==> src/rtl/and_gate_sync_if.sv <==
// Operand/result bundle for and_gate_sync: the master drives operands and controls,
// the slave (the AND unit) drives the combinational and registered results.
interface and_gate_sync_if #(
  parameter int WIDTH = 1,
  parameter int CNT_W = 16
);
  // Handshake: in_valid qualifies a and b for the current edge. There is no ready,
  // so every valid operation is accepted. out_valid pulses once per accepted operation,
  // one edge later, and y_q/all_ones/any_one are meaningful while it is high.
  logic [WIDTH-1:0] a;
  logic [WIDTH-1:0] b;
  logic             in_valid;
  logic             clr;
  logic [WIDTH-1:0] y;
  logic [WIDTH-1:0] y_q;
  logic             out_valid;
  logic             all_ones;
  logic             any_one;
  logic [3:0]       cov;
  logic             cov_full;
  logic [CNT_W-1:0] op_count;

  modport master (
    output a, b, in_valid, clr,
    input  y, y_q, out_valid, all_ones, any_one, cov, cov_full, op_count
  );

  modport slave (
    input  a, b, in_valid, clr,
    output y, y_q, out_valid, all_ones, any_one, cov, cov_full, op_count
  );
endinterface

==> src/rtl/and_gate_sync.sv <==
// Bitwise AND unit with a combinational result, a registered result qualified by
// out_valid, reduction flags, a lane-0 truth-table coverage bitmap and a saturating op counter.
module and_gate_sync #(
  parameter int WIDTH = 1,
  parameter int CNT_W = 16
) (
  input  logic          clk,
  input  logic          rst_n,
  and_gate_sync_if.slave bus
);
  localparam logic [CNT_W-1:0] CNT_MAX = {CNT_W{1'b1}};
  localparam logic [CNT_W-1:0] CNT_ONE = 1;

  logic [WIDTH-1:0] and_res;
  logic [1:0]       lane0;

  logic [WIDTH-1:0] y_q_q, y_q_d;
  logic             out_valid_q, out_valid_d;
  logic             all_ones_q, all_ones_d;
  logic             any_one_q, any_one_d;
  logic [3:0]       cov_q, cov_d;
  logic [CNT_W-1:0] op_count_q, op_count_d;

  assign and_res = bus.a & bus.b;
  assign lane0   = {bus.a[0], bus.b[0]};

  // Capture path: result registers hold when no operation is offered.
  always_comb begin
    y_q_d       = y_q_q;
    all_ones_d  = all_ones_q;
    any_one_d   = any_one_q;
    out_valid_d = bus.in_valid;
    if (bus.in_valid) begin
      y_q_d      = and_res;
      all_ones_d = &and_res;
      any_one_d  = |and_res;
    end
  end

  // clr wins over in_valid here only; the capture path above ignores clr.
  always_comb begin
    cov_d      = cov_q;
    op_count_d = op_count_q;
    if (bus.clr) begin
      cov_d      = 4'b0000;
      op_count_d = '0;
    end else if (bus.in_valid) begin
      cov_d[lane0] = 1'b1;
      if (op_count_q != CNT_MAX) begin
        op_count_d = op_count_q + CNT_ONE;
      end
    end
  end

  always_ff @(posedge clk) begin
    if (!rst_n) begin
      y_q_q       <= '0;
      out_valid_q <= 1'b0;
      all_ones_q  <= 1'b0;
      any_one_q   <= 1'b0;
      cov_q       <= 4'b0000;
      op_count_q  <= '0;
    end else begin
      y_q_q       <= y_q_d;
      out_valid_q <= out_valid_d;
      all_ones_q  <= all_ones_d;
      any_one_q   <= any_one_d;
      cov_q       <= cov_d;
      op_count_q  <= op_count_d;
    end
  end

  assign bus.y         = and_res;
  assign bus.y_q       = y_q_q;
  assign bus.out_valid = out_valid_q;
  assign bus.all_ones  = all_ones_q;
  assign bus.any_one   = any_one_q;
  assign bus.cov       = cov_q;
  assign bus.cov_full  = (cov_q == 4'b1111);
  assign bus.op_count  = op_count_q;
endmodule

==> src/flat_wrapper.sv <==
// flat-port wrapper written by rule: the top's interface ports become plain ports
module and_gate_sync_flat 
#(
  parameter int WIDTH = 1,
  parameter int CNT_W = 16
)
  (clk, rst_n, bus_a, bus_b, bus_in_valid, bus_clr, bus_y, bus_y_q, bus_out_valid, bus_all_ones, bus_any_one, bus_cov, bus_cov_full, bus_op_count);
  and_gate_sync_if #(.WIDTH(WIDTH), .CNT_W(CNT_W)) bus_i ();
  input  logic clk;
  input  logic rst_n;
  input wire logic [$bits(bus_i.a)-1:0] bus_a;
  input wire logic [$bits(bus_i.b)-1:0] bus_b;
  input wire logic [$bits(bus_i.in_valid)-1:0] bus_in_valid;
  input wire logic [$bits(bus_i.clr)-1:0] bus_clr;
  output wire logic [$bits(bus_i.y)-1:0] bus_y;
  output wire logic [$bits(bus_i.y_q)-1:0] bus_y_q;
  output wire logic [$bits(bus_i.out_valid)-1:0] bus_out_valid;
  output wire logic [$bits(bus_i.all_ones)-1:0] bus_all_ones;
  output wire logic [$bits(bus_i.any_one)-1:0] bus_any_one;
  output wire logic [$bits(bus_i.cov)-1:0] bus_cov;
  output wire logic [$bits(bus_i.cov_full)-1:0] bus_cov_full;
  output wire logic [$bits(bus_i.op_count)-1:0] bus_op_count;
  assign bus_i.a = bus_a;
  assign bus_i.b = bus_b;
  assign bus_i.in_valid = bus_in_valid;
  assign bus_i.clr = bus_clr;
  assign bus_y = bus_i.y;
  assign bus_y_q = bus_i.y_q;
  assign bus_out_valid = bus_i.out_valid;
  assign bus_all_ones = bus_i.all_ones;
  assign bus_any_one = bus_i.any_one;
  assign bus_cov = bus_i.cov;
  assign bus_cov_full = bus_i.cov_full;
  assign bus_op_count = bus_i.op_count;
  and_gate_sync #(.WIDTH(WIDTH), .CNT_W(CNT_W)) u_core (.clk(clk), .rst_n(rst_n), .bus(bus_i));
endmodule
==> config.mk <==
export PLATFORM = sky130hd
export DESIGN_NAME = and_gate_sync_flat
export DESIGN_NICKNAME = d
export VERILOG_FILES = /design/src/rtl/and_gate_sync_if.sv /design/src/rtl/and_gate_sync.sv /design/src/flat_wrapper.sv
export SDC_FILE = /design/constraint.sdc
export NUM_CORES = 1
export LEC_CHECK = 0
export ABC_AREA = 1
export CORE_UTILIZATION = 44
export CTS_BUF_LIST = sky130_fd_sc_hd__clkbuf_4 sky130_fd_sc_hd__clkbuf_8
export CTS_CLUSTER_DIAMETER = 80
export DETAILED_ROUTE_END_ITERATION = 10
export GPL_TIMING_DRIVEN = 0
export HOLD_SLACK_MARGIN = 0.06
export PLACE_DENSITY = 0.74
export SLEW_MARGIN = 20
export SYNTH_ARGS = -nofsm -noshare
export SYNTH_HDL_FRONTEND = slang
export SYNTH_SLANG_ARGS = --single-unit
==> constraint.sdc <==
create_clock -name clk -period 4.2 [get_ports clk]
set_clock_uncertainty 0.1 [all_clocks]
set_input_delay 0.84 -clock clk [delete_from_list [all_inputs] [get_ports clk]]
set_output_delay 0.84 -clock clk [all_outputs]
set_load 0.05 [all_outputs]
==> impl_results.md <==
* Yosys cell types at 21
* Vias in the first global route at 960
* Reg2Reg Depth at 7
* Die Width at 54.47 um
* Endpoint class of the critical path: output port
* Clk Latency, worst-skew pair at 300 ps
* # rows at 18
* Area Growth Syn to Fin at 29.75%
* Reg2Reg Setup Slack at 2640 ps
* Delay-heaviest family, CP: buffers and inverters
* Ant diodes at 0
* Vias per cell at 4.835
* Pre-CTS setup slack at 1002 ps
* Worst setup endpoint: bus_y
* Pin count of the biggest net entering global routing at 12
* VDD IR-drop max at 0.1454 mV
* CP Max Fanout at 3
* Pre-antenna DRT Iters at 4
* Combinational power share at 12.3%
* Ys Warns at 0
* Worst path buffer plus inverter count at 3
* Arrival @ worst endpoint at 2260 ps
* Part of the power in registers at 60.5%
* Drt total wl at 2.606 mm
* Total congestion overflow at 0
* Slew @ Worst Pin at 518.0 ps
* DR iter-0 viols at 29
* Total Routing Usage GR at 19.12%
* Post-Syn Instances at 186
* CTS resizes at 0
* Initial core utilization at 47.59%
* P_leak at 0.5869 nW
* Root buf cell: clkbuf_4
* Nets at 228
* Cell area after synthesis at 0.001211 mm2
* Synth Register Bits at 22
* CTS Buffer Depth at 2
* Pint at 0.2607 mW
* Hold_buf cts at 0
* R2r endpoint: u_core.bus.op_count[9]$_SDFFE_PP0P_
* Worst Hold Class: reg2reg
* Sw Share at 26.02%
* Full die area at 0.002966 mm2
* Die Ht at 54.47 um
* TritonCTS buffer count at 3
* Largest stage delay on the critical path at 790 ps
* Crit-path most repeated cell: clkdlybuf4s50_1
* Mapped Nets at 193
* Clock H-tree levels at 1
* Remaining DRCs at 0
* WP depth at 4
* Setup crit start kind: input pin
* Clock power frac at 27.2%
* Postcts setup bufs at 0
* GP Congestion at 0.7932
* CP required at 3260 ps
* Number of routed nets with antenna violations at 0
* Status: complete, no violations
* Rel. slew slack at 65.36%
* RSZ-0062 raised after global routing: false
* Fmax at 312.1 MHz
* Wirelength per Cell at 10.47 um
* Slowest-stage cell, CP: clkdlybuf4s50_1
* Port bufs at 30
* Sum of negative setup slack at 0 ps
* Critical path class: in2out
* Post-Synthesis Mean Instance Area at 6.512 um2
* Final setup margin at 995.4 ps
* Vias at 1,204
* Core area at 0.002545 mm2
* Hold Worst Slack at 392.7 ps
* Net switching power at 0.09172 mW
* Sequential area share after synthesis at 36.36%
* Max_cap viols at 0
* Crit path cell chain: clkdlybuf4s50_1 > nand2_1 > inv_1 > clkdlybuf4s50_1
* Share of cells above drive strength 1 at 13.24%
* Final Hold Fails at 0
* I/O pins at 32
* Tcrit/Tclk final at 76.30%
* RR Startpoint: u_core.bus.op_count[0]$_SDFFE_PP0P_
* Power per standard cell area at 224.3 mW/mm2
* Final min period at 3205 ps
* Clock transition at path regs at 110 ps
* Final setup violation count at 0
* HPWL after detailed placement at 2.053 mm
* CTS sink count at 22
* Slew Limit Fails at 0
* CTS tree: built
* CP startpoint: bus_b
* First-pass GRT wire length at 4.153 mm
* Initial antenna violation count at 0
## cells in the mapped netlist
master    number  share of area [%]
dfxtp_1       22                 36
nor2_4         3                2.8
nand2_1       46                 14
buf_4          3                1.9
inv_1         25                7.7
nor2_1        34                 11
a21oi_1       11                4.5
inv_2          3               0.93
nor2_2         9                4.6
buf_2          2               0.83
o21ai_0        2               0.83
nand4_1        4                2.1
ha_1           1                1.0
nand3b_1       1               0.62
nand3_1       12                5.0
nand3_2        1               0.83
nor2_8         1                1.7
nand2_4        1               0.93
nand2_2        3                1.5
nor4_1         1               0.52
and2_1         1               0.52
## power by group through the flow
stage,clock [mW],sequential (mW),combinational (mW)
floorplan,0,0.227,0.0195
global placement,0,0.218,0.0429
detailed placement,0,0.218,0.0437
CTS,0.100,0.213,0.0438
global route,0.105,0.214,0.0475
finish,0.0959,0.213,0.0434
## cells by family after synthesis
family | synth area share, %
buffers and inverters | 11.36
AO/OA/AOI/OAI | 5.372
AND/OR/NAND/NOR | 45.87
flip-flops | 36.36
adder cells (fa/ha/maj) | 1.033
## metal layers
metal,share of wire (%),vias up,routed length (um),GRT usage [%]
met5,0,-,0,0
met4,0.65,0,17,5.128
met3,3.5,2,90,2.778
met2,49,23,1264,30.28
met1,47,539,1233,26.80
li1,-,640,-,-
## area by class of cell
type | instances | area (um2)
plain buffers | 5 | 32.53
clock buffers | 3 | 22.52
fillers | 251 | 973.4
inverters | 28 | 105.1
multi-input cells | 131 | 633.1
flip-flops and latches | 22 | 440.4
well taps | 30 | 37.54
repair buffers | 30 | 300.3
## worst min-delay path by stage
stage | startpoint | endpoint | slack [ps] | depth (start not counted)
detailed placement | u_core.bus.cov[0]$_SDFFE_PP0P_ | u_core.bus.cov[0]$_SDFFE_PP0P_ | 380 | 2
CTS | u_core.bus.cov[0]$_SDFFE_PP0P_ | u_core.bus.cov[0]$_SDFFE_PP0P_ | 390 | 2
floorplan | u_core.bus.op_count[10]$_SDFFE_PP0P_ | u_core.bus.op_count[10]$_SDFFE_PP0P_ | 590 | 2
global route | u_core.bus.cov[2]$_SDFFE_PP0P_ | u_core.bus.cov[2]$_SDFFE_PP0P_ | 420 | 2
finish | u_core.bus.cov[0]$_SDFFE_PP0P_ | u_core.bus.cov[0]$_SDFFE_PP0P_ | 390 | 2
global placement | u_core.bus.cov[0]$_SDFFE_PP0P_ | u_core.bus.cov[0]$_SDFFE_PP0P_ | 370 | 2
## state kept, by name, indices dropped and copies added (netlist names)
register,flops
u_core.bus.y_q,1
u_core.bus.cov,4
u_core.bus.op_count,16
u_core.bus.out_valid,1
## through the flow
| stage | total power [mW] | area, um2 | utilization [%] | std cells |
|---|---|---|---|---|
| 2_1_floorplan | 0.2464 | 1211 | - | 186 |
| 3_3_place_gp | 0.2607 | 1549 | 60.87 | 246 |
| 3_5_place_dp | 0.2615 | 1549 | 60.87 | 246 |
| 4_1_cts | 0.3570 | 1572 | 61.75 | 249 |
| 5_1_grt | 0.3665 | 1572 | 61.75 | 249 |
| 6_report | 0.3525 | 1572 | 61.75 | 249 |
## tightest hold or removal path, stage by stage (launching register included)
cell and delay [ps]:
dfxtp_1 330, inv_1 70, a21oi_1 60
## layout by cell type (no fill, tap or decap), types with 4 or more instances in the layout
cell,synthesis,routed
nand3_1,12,12
clkdlybuf4s50_1,0,30
inv_1,25,25
nor2_2,9,9
dfxtp_1,22,22
a21oi_1,11,11
nand4_1,4,4
nor2_1,34,34
nand2_1,46,46
Power figures use the tool's default switching activity.
